File: src/rtl/keypad_if.sv
// keypad_if
//   Bundles the keypad matrix pins and the decoded key outputs of the
//   scanner so one handle carries the whole keypad connection.
//   Signals:
//     row_in    [3:0]  keypad rows, active-low, asynchronous to clk
//     col_out   [3:0]  keypad column drive, active-low, one bit low
//     onehot    [15:0] accepted key, bit row*4+col, zero when none
//     key_valid        high while onehot is non-zero
//     key_press        one-cycle strobe for each newly accepted press
//   Modports:
//     master  the scanner (drives columns and key outputs)
//     slave   the keypad/consumer side (drives rows)
interface keypad_if;
  logic [3:0]  row_in;
  logic [3:0]  col_out;
  logic [15:0] onehot;
  logic        key_valid;
  logic        key_press;

  modport master (
    input  row_in,
    output col_out,
    output onehot,
    output key_valid,
    output key_press
  );

  modport slave (
    output row_in,
    input  col_out,
    input  onehot,
    input  key_valid,
    input  key_press
  );
endinterface

File: src/rtl/keypad_scan_debounce.sv
// keypad_scan_debounce
//   Scans a 4x4 active-low matrix keypad one column at a time, rejects
//   ghost/multi-key patterns, debounces press and release, and presents
//   the accepted key as a one-hot code with a one-cycle press strobe.
//   Ports:
//     clk   system clock, all logic on posedge
//     rst   synchronous active-high reset
//     kp    keypad_if.master: row_in in, col_out/onehot/key_valid/key_press out
//   Parameters:
//     SCAN_DIV      cycles each column is driven before rows are judged (>=4)
//     DEBOUNCE_CNT  consecutive stable samples to accept press or release (>=2)
module keypad_scan_debounce #(
  parameter int SCAN_DIV     = 50_000,
  parameter int DEBOUNCE_CNT = 500_000
) (
  input  logic     clk,
  input  logic     rst,
  keypad_if.master kp
);

  localparam int DIV_W = (SCAN_DIV > 1) ? $clog2(SCAN_DIV) : 1;
  localparam int DEB_W = (DEBOUNCE_CNT > 1) ? $clog2(DEBOUNCE_CNT) : 1;

  localparam logic [DIV_W-1:0] DIV_LAST = DIV_W'(SCAN_DIV - 1);
  // The sample that enters DEBOUNCE/RELEASE is the first stable one, so the
  // counter only needs DEBOUNCE_CNT-1 more matches to reach the full count.
  localparam logic [DEB_W-1:0] DEB_LAST = DEB_W'(DEBOUNCE_CNT - 2);

  typedef enum logic [1:0] {
    SCAN,
    DEBOUNCE,
    PRESSED,
    RELEASE
  } state_t;

  state_t           state, state_n;
  logic [DIV_W-1:0] div_cnt, div_n;
  logic [DEB_W-1:0] deb_cnt, deb_n;
  logic [3:0]       col, col_n;
  logic [3:0]       cand_row, cand_row_n;
  logic [1:0]       cand_col, cand_col_n;
  logic [15:0]      onehot_r, onehot_n;
  logic             press_r, press_n;
  logic [3:0]       row_meta, row_s;

  logic             row_single;
  logic             row_idle;
  logic [3:0]       col_rot;

  // Position of the single low bit in an active-low 4-bit pattern.
  function automatic logic [1:0] low_pos(input logic [3:0] v);
    case (v)
      4'b1101: low_pos = 2'd1;
      4'b1011: low_pos = 2'd2;
      4'b0111: low_pos = 2'd3;
      default: low_pos = 2'd0;
    endcase
  endfunction

  // Two-flop synchronizer for the asynchronous row inputs; released rows
  // read high, so reset to all-ones.
  always_ff @(posedge clk) begin
    if (rst) begin
      row_meta <= 4'hF;
      row_s    <= 4'hF;
    end else begin
      row_meta <= kp.row_in;
      row_s    <= row_meta;
    end
  end

  assign row_single = (row_s == 4'b1110) || (row_s == 4'b1101) ||
                      (row_s == 4'b1011) || (row_s == 4'b0111);
  assign row_idle   = (row_s == 4'hF);
  assign col_rot    = {col[2:0], col[3]};

  // State and datapath registers.
  always_ff @(posedge clk) begin
    if (rst) begin
      state    <= SCAN;
      div_cnt  <= '0;
      deb_cnt  <= '0;
      col      <= 4'b1110;
      cand_row <= 4'hF;
      cand_col <= 2'd0;
      onehot_r <= '0;
      press_r  <= 1'b0;
    end else begin
      state    <= state_n;
      div_cnt  <= div_n;
      deb_cnt  <= deb_n;
      col      <= col_n;
      cand_row <= cand_row_n;
      cand_col <= cand_col_n;
      onehot_r <= onehot_n;
      press_r  <= press_n;
    end
  end

  // Next-state logic. Rows are only judged at the end of a column's dwell
  // so the synchronizer has flushed the previous column's row pattern.
  always_comb begin
    state_n    = state;
    div_n      = div_cnt;
    deb_n      = deb_cnt;
    col_n      = col;
    cand_row_n = cand_row;
    cand_col_n = cand_col;
    onehot_n   = onehot_r;
    press_n    = 1'b0;

    case (state)
      SCAN: begin
        if (div_cnt == DIV_LAST) begin
          div_n = '0;
          if (row_single) begin
            cand_row_n = row_s;
            cand_col_n = low_pos(col);
            deb_n      = '0;
            state_n    = DEBOUNCE;
          end else begin
            col_n = col_rot;
          end
        end else begin
          div_n = div_cnt + DIV_W'(1);
        end
      end

      DEBOUNCE: begin
        if (row_s == cand_row) begin
          if (deb_cnt == DEB_LAST) begin
            deb_n    = '0;
            onehot_n = 16'd1 << {low_pos(cand_row), cand_col};
            press_n  = 1'b1;
            state_n  = PRESSED;
          end else begin
            deb_n = deb_cnt + DEB_W'(1);
          end
        end else begin
          deb_n   = '0;
          div_n   = '0;
          col_n   = col_rot;
          state_n = SCAN;
        end
      end

      // Extra keys in the held column are deliberately ignored here; only a
      // full release moves on.
      PRESSED: begin
        if (row_idle) begin
          deb_n   = '0;
          state_n = RELEASE;
        end
      end

      RELEASE: begin
        if (row_idle) begin
          if (deb_cnt == DEB_LAST) begin
            deb_n    = '0;
            div_n    = '0;
            col_n    = col_rot;
            onehot_n = '0;
            state_n  = SCAN;
          end else begin
            deb_n = deb_cnt + DEB_W'(1);
          end
        end else begin
          deb_n   = '0;
          state_n = PRESSED;
        end
      end

      default: begin
        state_n = SCAN;
      end
    endcase
  end

  assign kp.col_out   = col;
  assign kp.onehot    = onehot_r;
  assign kp.key_valid = |onehot_r;
  assign kp.key_press = press_r;

endmodule

File: src/flat_wrapper.sv
// flat-port wrapper written by rule: the top's interface ports become plain ports
module keypad_scan_debounce_flat 
#(
  parameter int SCAN_DIV     = 50_000,
  parameter int DEBOUNCE_CNT = 500_000
)
  (clk, rst, kp_row_in, kp_col_out, kp_onehot, kp_key_valid, kp_key_press);
  keypad_if kp_i ();
  input  logic clk;
  input  logic rst;
  input wire logic [$bits(kp_i.row_in)-1:0] kp_row_in;
  output wire logic [$bits(kp_i.col_out)-1:0] kp_col_out;
  output wire logic [$bits(kp_i.onehot)-1:0] kp_onehot;
  output wire logic [$bits(kp_i.key_valid)-1:0] kp_key_valid;
  output wire logic [$bits(kp_i.key_press)-1:0] kp_key_press;
  assign kp_i.row_in = kp_row_in;
  assign kp_col_out = kp_i.col_out;
  assign kp_onehot = kp_i.onehot;
  assign kp_key_valid = kp_i.key_valid;
  assign kp_key_press = kp_i.key_press;
  keypad_scan_debounce #(.SCAN_DIV(SCAN_DIV), .DEBOUNCE_CNT(DEBOUNCE_CNT)) u_core (.clk(clk), .rst(rst), .kp(kp_i));
endmodule
File: config.mk
export PLATFORM = sky130hd
export DESIGN_NAME = keypad_scan_debounce_flat
export DESIGN_NICKNAME = d
export VERILOG_FILES = /design/src/rtl/keypad_if.sv /design/src/rtl/keypad_scan_debounce.sv /design/src/flat_wrapper.sv
export SDC_FILE = /design/constraint.sdc
export NUM_CORES = 1
export LEC_CHECK = 0
export BUFFER_PORTS_ARGS = -buffer_cell sky130_fd_sc_hd__buf_4
export CAP_MARGIN = 10
export CORE_ASPECT_RATIO = 1.1
export CORE_MARGIN = 8
export CORE_UTILIZATION = 60
export DETAILED_ROUTE_END_ITERATION = 8
export PLACE_DENSITY = 0.78
export REMOVE_ABC_BUFFERS = 1
export SLEW_MARGIN = 20
export SYNTH_ARGS = -nofsm -noshare
export SYNTH_HDL_FRONTEND = slang
export SYNTH_SLANG_ARGS = --single-unit
File: constraint.sdc
create_clock -name clk -period 3 [get_ports clk]
set_input_delay 0.45 -clock clk [delete_from_list [all_inputs] [get_ports clk]]
set_output_delay 0.45 -clock clk [all_outputs]
set_load 0.02 [all_outputs]
==> results of run 1 <==
cell type report:
type,instances,area share (%)
Clock inverter,6,1.50
Timing Repair Buffer,31,5.82
Clock buffer,10,3.19
Inverter,8,0.751
Tap cell,77,2.41
Sequential cell,72,36.1
Multi-Input combinational cell,311,50.3
synthesized netlist by cell type (11+ instances only):
cell type,n
nor2_1,75
dfxtp_1,72
mux2i_1,21
xnor2_1,19
a21oi_1,17
nand3_1,14
nand4_1,13
nor3_1,13
o21ai_0,13
clkbuf_1,12
nand2_1,12
or2_2,12
nand2b_1,11
power breakdown:
part | switching [mW] | total (mW) | internal, mW | leakage, nW
clock | 0.355 | 0.735 | 0.380 | 0.0920
sequential | 0.0106 | 0.976 | 0.965 | 0.583
combinational | 0.0369 | 0.0596 | 0.0227 | 0.723
registers in the layout, indices dropped and copies added, names as in the netlist:
register	flops
u_core.cand_col	2
u_core.row_s	4
u_core.row_meta	4
u_core.deb_cnt	19
u_core.cand_row	4
u_core.state	2
u_core.kp.onehot	16
u_core.kp.key_press	1
u_core.kp.col_out	4
u_core.div_cnt	16
stage by stage:
step	cells	worst slack, ns	power, mW	area [um2]	hold WS, ns
after floorplan	391	0.630	1.03	3480	0.389
after global placement	499	0.490	1.05	3810	0.393
after detailed placement	499	0.416	1.06	3810	0.394
after CTS	515	0.375	1.79	4000	0.282
after global routing	515	0.212	1.83	4000	0.278
final	515	0.373	1.77	4000	0.291
routing by layer:
metal  GRT usage (%)  wire length, um  vias to the layer above
li1                -                -                     1509
met1            21.2             3310                     1436
met2            30.2             3690                       76
met3            4.82              363                       15
met4            8.72              167                        0
met5               0                0                        -
path summary, 6_finish.rpt:
check	from	to	cells after the start
worst max-delay path	u_core.div_cnt[10]$_SDFFE_PP0P_	u_core.deb_cnt[18]$_SDFFE_PP0P_	6
worst min-delay path	kp_row_in[3]	u_core.row_meta[3]$_SDFF_PP1_	2
worst min register to register	u_core.row_meta[2]$_SDFF_PP1_	u_core.row_s[2]$_SDFF_PP1_	1
worst max register to register	u_core.div_cnt[10]$_SDFFE_PP0P_	u_core.deb_cnt[18]$_SDFFE_PP0P_	6
cell families (layout without fill, tap and decap cells):
logic type	Yosys count	in the layout	synth area share [%]
AOI/OAI and AO/OA	59	59	12.4
xor gates and xnor gates	27	27	6.62
adders and majority gates	3	3	1.05
buffers and inverters	26	55	3.40
DFF	72	72	40.4
muxes	21	21	5.88
and+or+nand+nor	201	201	30.3
==> run metrics, run 1 <==
status=complete, no violations; DRT Pass-1 Iters=5; Clock Skew=0.00821 ns; Die ar.=8680 um2; Core ar.=5770 um2; pin count of the biggest net entering global routing=46; CP Class=reg2reg; Top FF cell, synth=dfxtp_1; vias=3036; setup repair bufs after CTS=0; most common cell after layout, fill and taps aside=nor2_1; Die Ht=96.9 um; setup violation total in the final timing report=0; ANT nets after route=0; kind of start point of the critical path=flop; num ports=28; initial core utilization=61.9%; Hold Fails Final Rpt=0; Pwr per Cell Area=443 nW/um2; clk root buf=clkbuf_8; mean post-synth cell area=8.73 um2; ant diodes=0; flop and latch count out of synthesis=72; Gate Count Post-Synth=409; drc violations=0; H-tree depth=3; clock transition at the registers of the reported paths=0.07 ns; largest cells by area after synthesis=dfxtp_1 (40%), nor2_1 (7.9%), mux2i_1 (5.9%), xnor2_1 (4.7%), a21oi_1 (2.4%); Final Slew Violations=0; Iter 0 DRT Violations=164; initial antenna violation count=0; number of global-route vias before repair=2950; filler cell count=477; Final min period=2.63 ns; P_leak=1.40 nW; Total Nets Final=442; Post-Syn Area=3570 um2; area taken by flip-flops and latches=1440 um2; VDD IR max=0.356 mV; setup TNS=0 ns; Max Fclk=381 MHz; Slew headroom=28.2%; CTS Sinks=72; post-synth top area share=40.4%; critical path cell sequence=or4_4 > o41ai_4 > o211ai_2 > or2_0 > or4_1 > a21oi_1; Worst EP arrival=2.90 ns; CP delay by family, top=simple AND/OR/NAND/NOR gates; worst path required time=3.27 ns; Distinct cells, synth=60; post-cts resize count=0; EDFF count, synth=0; most frequent cells in the layout=nor2_1 (75), dfxtp_1 (72), buf_4 (31), mux2i_1 (21), xnor2_1 (19); Max-cap violations=0; Multi-input gate area=2010 um2; first-pass GRT wire length=13000 um; input/output buffers=27; GRT Resource Usage Total=18.4%; Num CTS Buffers=9; clk_lat worst skew=0.34 ns; CP max FO=8; Tcrit/Tclk final=87.6%; asr flop ratio synth=0%; RD Place Congestion=0.870; register area share after synthesis=40.4%; CP Capture Type=flop; Die Wd=89.6 um; proportion of layout cells with a drive suffix above 1=16.0%; Cell Rows=29; CP peak stage delay=0.56 ns; Ys Warns=0; worst slew pin tran=1.07 ns; DR WL/cell=14.6 um; RSZ-0062 raised after global routing=no; DP HPWL=5330 um; CTS tree=yes; Post-CTS Hold Buffers=0; final core area utilization=69.3%; R2R Setup Slk=0.37 ns; worst path bufs/invs=0; gr ovfl total=0; Worst path slowest cell=or4_4; Post-Route WL=7530 um; Hold Path Class=in2reg; Synth area leader=dfxtp_1; P&R area growth vs syn=11.9%; DR vias/cell=5.90; clock buffer depth=2
(Power assumes the default switching activity.)
==> run 2, diff against run 1 <==
--- a/config.mk
+++ b/config.mk
@@ -6,12 +6,11 @@
 export NUM_CORES = 1
 export LEC_CHECK = 0
 export BUFFER_PORTS_ARGS = -buffer_cell sky130_fd_sc_hd__buf_4
-export CAP_MARGIN = 10
-export CORE_ASPECT_RATIO = 1.1
+export CAP_MARGIN = 20
 export CORE_MARGIN = 8
-export CORE_UTILIZATION = 60
+export CORE_UTILIZATION = 29
 export DETAILED_ROUTE_END_ITERATION = 8
-export PLACE_DENSITY = 0.78
+export PLACE_DENSITY = 0.42
 export REMOVE_ABC_BUFFERS = 1
 export SLEW_MARGIN = 20
 export SYNTH_ARGS = -nofsm -noshare
==> run 2 against run 1 <==
Worst setup slack worse by 0.068 ns. Die area grew 86%. Final cell count is 14% higher. Count of clock-buffer cells in the layout rose by 1. Critical endpoint is now u_core.deb_cnt[5]$_SDFFE_PP0P_. Largest cell class unchanged.
==> run metrics, run 2 (synthesis results as in run 1) <==
Post-Route WL=8550 um (+14%); first-pass GRT wire length=14700 um (+13%); pin count of the biggest net entering global routing=46 (unchanged); Total Nets Final=444 (+0.45%); Core ar.=12000 um2 (+110%); drc violations=0 (unchanged); most frequent cells in the layout=nor2_1 (75), dfxtp_1 (72), buf_4 (33), mux2i_1 (21), xnor2_1 (19); clock buffer depth=2 (unchanged); VDD IR max=0.278 mV (-22%); DR WL/cell=14.6 um (-0.33%); DR vias/cell=5.03 (-15%); kind of start point of the critical path=flop; GRT Resource Usage Total=11.2% (-7.2 points); Iter 0 DRT Violations=147 (-10%); Clock Skew=0.00820 ns (-0.0000117 ns); CP Class=reg2reg; Tcrit/Tclk final=89.8% (+2.3 points); proportion of layout cells with a drive suffix above 1=16.4% (+0.38 points); placed cell area=3920 um2 (+2.9%); clk root buf=clkbuf_16; worst path required time=3.26 ns (about the same); H-tree depth=3 (unchanged); Slew headroom=47.1% (+19 points); Pwr per Cell Area=537 nW/um2 (+21%); CTS Sinks=72 (unchanged); most common cell after layout, fill and taps aside=nor2_1; clk_lat worst skew=0.34 ns (about the same); Die Ht=127 um (+31%); Final Slew Violations=0 (unchanged); number of global-route vias before repair=2896 (-1.8%); input/output buffers=27 (unchanged); Hold Fails Final Rpt=0 (unchanged); Die Wd=127 um (+42%); DRT Pass-1 Iters=4 (-1); Top reg by flops=u_core.deb_cnt; initial antenna violation count=0 (unchanged); setup TNS=0 ns (unchanged); Cell Rows=40 (+38%); clock transition at the registers of the reported paths=0.06 ns (about the same); DP HPWL=5960 um (+12%); Post-CTS Hold Buffers=0 (unchanged); setup repair bufs after CTS=0 (unchanged); gr ovfl total=0 (unchanged); ant diodes=0 (unchanged); post-cts resize count=0 (unchanged); ANT nets after route=0 (unchanged); Die ar.=16100 um2 (+86%); worst hold slack=0.295 ns (+0.00457 ns); vias=2955 (-2.7%); initial core utilization=29.7% (-32 points); CP max FO=8 (unchanged); Final min period=2.70 ns (+0.0681 ns); P&R area growth vs syn=19.4%; CTS tree=yes; worst slew pin tran=0.793 ns (-0.282 ns); max reg flops=19 (unchanged); Max-cap violations=0 (unchanged); Hold Path Class=in2reg; Final Instance Area=4270 um2 (+6.7%); status=complete, no violations; filler cell count=1274 (+170%); Worst EP arrival=2.96 ns (+0.06 ns); overall power=2.29 mW (+29%); Num CTS Buffers=9 (unchanged); RSZ-0062 raised after global routing=no; Max Fclk=371 MHz (-2.5%); CP Capture Type=flop; RD Place Congestion=0.744 (-14%); setup violation total in the final timing report=0 (unchanged); num ports=28 (unchanged); P_leak=1.49 nW (+6.4%)
-- run 2: changes by cell type in the layout (fill, tap and decap cells not counted), sizes merged --
cell,delta
clkinvlp,-2
clkinv,-1
bufinv,+2
buf,+2
clkbuf,+1
-- run 2: through the flow --
stage	setup slack [ns]	instances	util [%]
floorplan	0.630	391	-
global placement	0.390	571	32.6
detailed placement	0.339	571	32.6
CTS	0.323	587	35.5
global route	0.157	587	35.5
finish	0.305	587	35.5
-- run 2: layout make-up --
cell class / count / area, um2 / area share [%]
clock inverter: 5 / 104 / 2.43
multi-input combinational: 311 / 2020 / 47.3
timing repair buffer: 33 / 248 / 5.81
sequential: 72 / 1440 / 33.8
tap: 147 / 184 / 4.31
clock buffer: 11 / 243 / 5.69
inverter: 8 / 30.0 / 0.704
-- run 2: layer usage --
layer	part of all wire, %	up-vias	global-route usage (%)
met5	0	-	0
met3	2.8	9	2.75
li1	-	1511	-
met2	44	28	16.6
met4	1.5	0	4.20
met1	52	1407	15.3
-- run 2: where the power goes --
part	internal, mW	total (mW)	switching [mW]
logic	0.0238	0.0628	0.0390
registers	0.966	0.976	0.0104
clock network	0.835	1.25	0.416
-- run 2: final timing paths --
kind	end	from	slack, ns	cells past startpoint
max	u_core.deb_cnt[5]$_SDFFE_PP0P_	u_core.div_cnt[10]$_SDFFE_PP0P_	0.30	6
min	u_core.row_meta[2]$_SDFF_PP1_	kp_row_in[2]	0.30	2
max reg2reg	u_core.deb_cnt[5]$_SDFFE_PP0P_	u_core.div_cnt[10]$_SDFFE_PP0P_	0.30	6
min reg2reg	u_core.row_s[0]$_SDFF_PP1_	u_core.row_meta[0]$_SDFF_PP1_	0.41	1
-- run 2: critical path, stage by stage (launching register included) --
cell and delay, ns:
dfxtp_1 0.36, or4_4 0.56, o41ai_4 0.48, o2111ai_1 0.44, or2_1 0.39, o31a_1 0.28
a21oi_1 0.11
==> run 3, diff against run 2 <==
--- a/config.mk
+++ b/config.mk
@@ -7,6 +7,7 @@
 export LEC_CHECK = 0
 export BUFFER_PORTS_ARGS = -buffer_cell sky130_fd_sc_hd__buf_4
 export CAP_MARGIN = 20
+export CORE_ASPECT_RATIO = 0.9
 export CORE_MARGIN = 8
 export CORE_UTILIZATION = 29
 export DETAILED_ROUTE_END_ITERATION = 8
==> run 3 against run 2 <==
Sequential share of layout area up 0.29 points. Critical path type unchanged. Power down 9.4%. Highest routed layer unchanged. Flip-flop and latch count stayed put. Combinational power fell by 0.8%. Via count about the same. Clock skew shrank 0.0011 ns. Count of clock-buffer cells in the layout shrank 2. Core utilization fell by 0.35 points. Final area is 0.85% lower. Die area about the same.
==> run metrics, run 3 (synthesis results as in run 1) <==
CTS Sinks=72 (unchanged); Max Used Layer=met4; Worst Hold End=u_core.row_meta[2]$_SDFF_PP1_; Tcrit/Tclk final=89.5% (-0.33 points); Met2 Wirelength=3720 um (-1.6%); worst slew pin tran=0.740 ns (-0.0530 ns); Top reg by flops=u_core.deb_cnt; DRT Pass-1 Iters=4 (unchanged); input/output buffers=27 (unchanged); P&R area growth vs syn=18.4%; Die Wd=133 um (+4.7%); critical path cell sequence=or4_4 > o41ai_4 > o2111ai_1 > or2_1 > o31a_1 > a21oi_1; placed cell area=3940 um2 (+0.42%); CTS tree=yes; Worst path slowest cell=or4_4; num ports=28 (unchanged); kind of start point of the critical path=flop; setup TNS=0 ns (unchanged); Worst EP arrival=2.95 ns (about the same); setup repair bufs after CTS=0 (unchanged); fin cells=600 (+2.2%); FF-to-FF End=u_core.deb_cnt[5]$_SDFFE_PP0P_; Pwr per Cell Area=490 nW/um2 (-8.7%); initial antenna violation count=0 (unchanged); max reg flops=19 (unchanged); Final min period=2.69 ns (-0.0100 ns); H-tree depth=3 (unchanged); CP peak stage delay=0.56 ns (about the same); most common cell after layout, fill and taps aside=nor2_1; Final Instance Area=4230 um2 (-0.85%); clk_lat worst skew=0.33 ns (about the same); clock transition at the registers of the reported paths=0.06 ns (about the same); Clock Skew=0.00712 ns (-0.00108 ns); FF-to-FF path depth=6 (unchanged); met1 wire length=4420 um (+0.25%); P_leak=1.46 nW (-1.7%); DR vias/cell=4.93 (-2.1%); vias=2956 (+0.034%); Slew headroom=50.5% (+3.4 points); Final Slew Violations=0 (unchanged); gr ovfl total=0 (unchanged); number of global-route vias before repair=2878 (-0.62%); worst path bufs/invs=0 (unchanged); CP Capture Type=flop; Core ar.=12000 um2 (+0.15%); met3 wire len=286 um (+20%); R2R Setup Slk=0.31 ns (about the same); hold path cells=2 (unchanged); clk root buf=clkbuf_16; CP Class=reg2reg; most frequent cells in the layout=nor2_1 (75), dfxtp_1 (72), buf_4 (34), mux2i_1 (21), xnor2_1 (19); final core area utilization=35.2% (-0.35 points); Cell Rows=38 (-5.0%); CP max FO=8 (unchanged); proportion of layout cells with a drive suffix above 1=16.6% (+0.23 points); worst hold slack=0.296 ns (+0.000681 ns); pin count of the biggest net entering global routing=46 (unchanged); VDD IR max=0.316 mV (+13%); Inst Count DP=585 (+2.5%); Max-cap violations=0 (unchanged); Total Nets Final=445 (+0.23%); filler cell count=1269 (-0.39%); overall power=2.07 mW (-9.4%); Max Fclk=372 MHz (+0.37%); Num CTS Buffers=9 (unchanged); post-cts resize count=0 (unchanged); drc violations=0 (unchanged); RSZ-0062 raised after global routing=no; first-pass GRT wire length=14300 um (-2.4%); GRT Resource Usage Total=11.0% (-0.20 points); Reg-to-Reg Start=u_core.div_cnt[10]$_SDFFE_PP0P_; initial core utilization=29.7% (-0.043 points); Post-Route WL=8550 um (about the same); status=complete, no violations; Iter 0 DRT Violations=215 (+46%); Die ar.=16100 um2 (about the same); ant diodes=0 (unchanged); clock buffer depth=2 (unchanged); DR WL/cell=14.2 um (-2.2%); worst path required time=3.27 ns (about the same); Hold Fails Final Rpt=0 (unchanged); Die Ht=121 um (-4.5%); setup violation total in the final timing report=0 (unchanged); hold_sp=kp_row_in[2]; CP delay by family, top=compound AO/OA/AOI/OAI gates; Final WS setup=0.315 ns (+0.0100 ns); pre-CTS WS=0.340 ns (+0.00102 ns); ANT nets after route=0 (unchanged); Post-CTS Hold Buffers=0 (unchanged); RD Place Congestion=0.760 (+2.2%); DP HPWL=6050 um (+1.6%); Hold Path Class=in2reg
-- run 3: metal layers --
layer	vias up	track usage, %
met1	1385	14.3
li1	1517	-
met4	0	3.61
met5	-	0
met3	10	3.48
met2	44	16.9
-- run 3: worst max-delay path by stage --
| stage | startpoint | end | slack (ns) | cells past startpoint |
|---|---|---|---|---|
| 2_1_floorplan | u_core.state[0]$_SDFFE_PP0P_ | u_core.div_cnt[14]$_SDFFE_PP0P_ | 0.63 | 6 |
| 3_3_place_gp | u_core.div_cnt[10]$_SDFFE_PP0P_ | u_core.deb_cnt[5]$_SDFFE_PP0P_ | 0.44 | 6 |
| 3_5_place_dp | u_core.div_cnt[10]$_SDFFE_PP0P_ | u_core.deb_cnt[5]$_SDFFE_PP0P_ | 0.34 | 6 |
| 4_1_cts | u_core.div_cnt[10]$_SDFFE_PP0P_ | u_core.deb_cnt[5]$_SDFFE_PP0P_ | 0.33 | 6 |
| 5_1_grt | u_core.div_cnt[10]$_SDFFE_PP0P_ | u_core.deb_cnt[5]$_SDFFE_PP0P_ | 0.17 | 6 |
| 6_report | u_core.div_cnt[10]$_SDFFE_PP0P_ | u_core.deb_cnt[5]$_SDFFE_PP0P_ | 0.31 | 6 |
-- run 3: worst reg2reg max path, delay by kind of cell (launching register included) --
family,cells,cell delay (ns)
AND/OR/NAND/NOR,2,0.93
AO/OA/AOI/OAI,4,1.33
flip-flops,1,0.36
-- run 3: area by class of cell --
cell class / instances / area, um2 / share of cell area (%)
repair buffers: 34 / 255 / 6.03
multi-input cells: 311 / 2020 / 47.7
flip-flops and latches: 72 / 1440 / 34.1
clock inverters: 6 / 61.3 / 1.45
inverters: 8 / 30.0 / 0.710
well taps: 160 / 200 / 4.73
clock buffers: 9 / 225 / 5.32
-- run 3: report_power, final --
group	total, mW	internal [mW]	switching (mW)
clock network	1.04	0.635	0.401
logic	0.0623	0.0238	0.0386
registers	0.977	0.966	0.0102
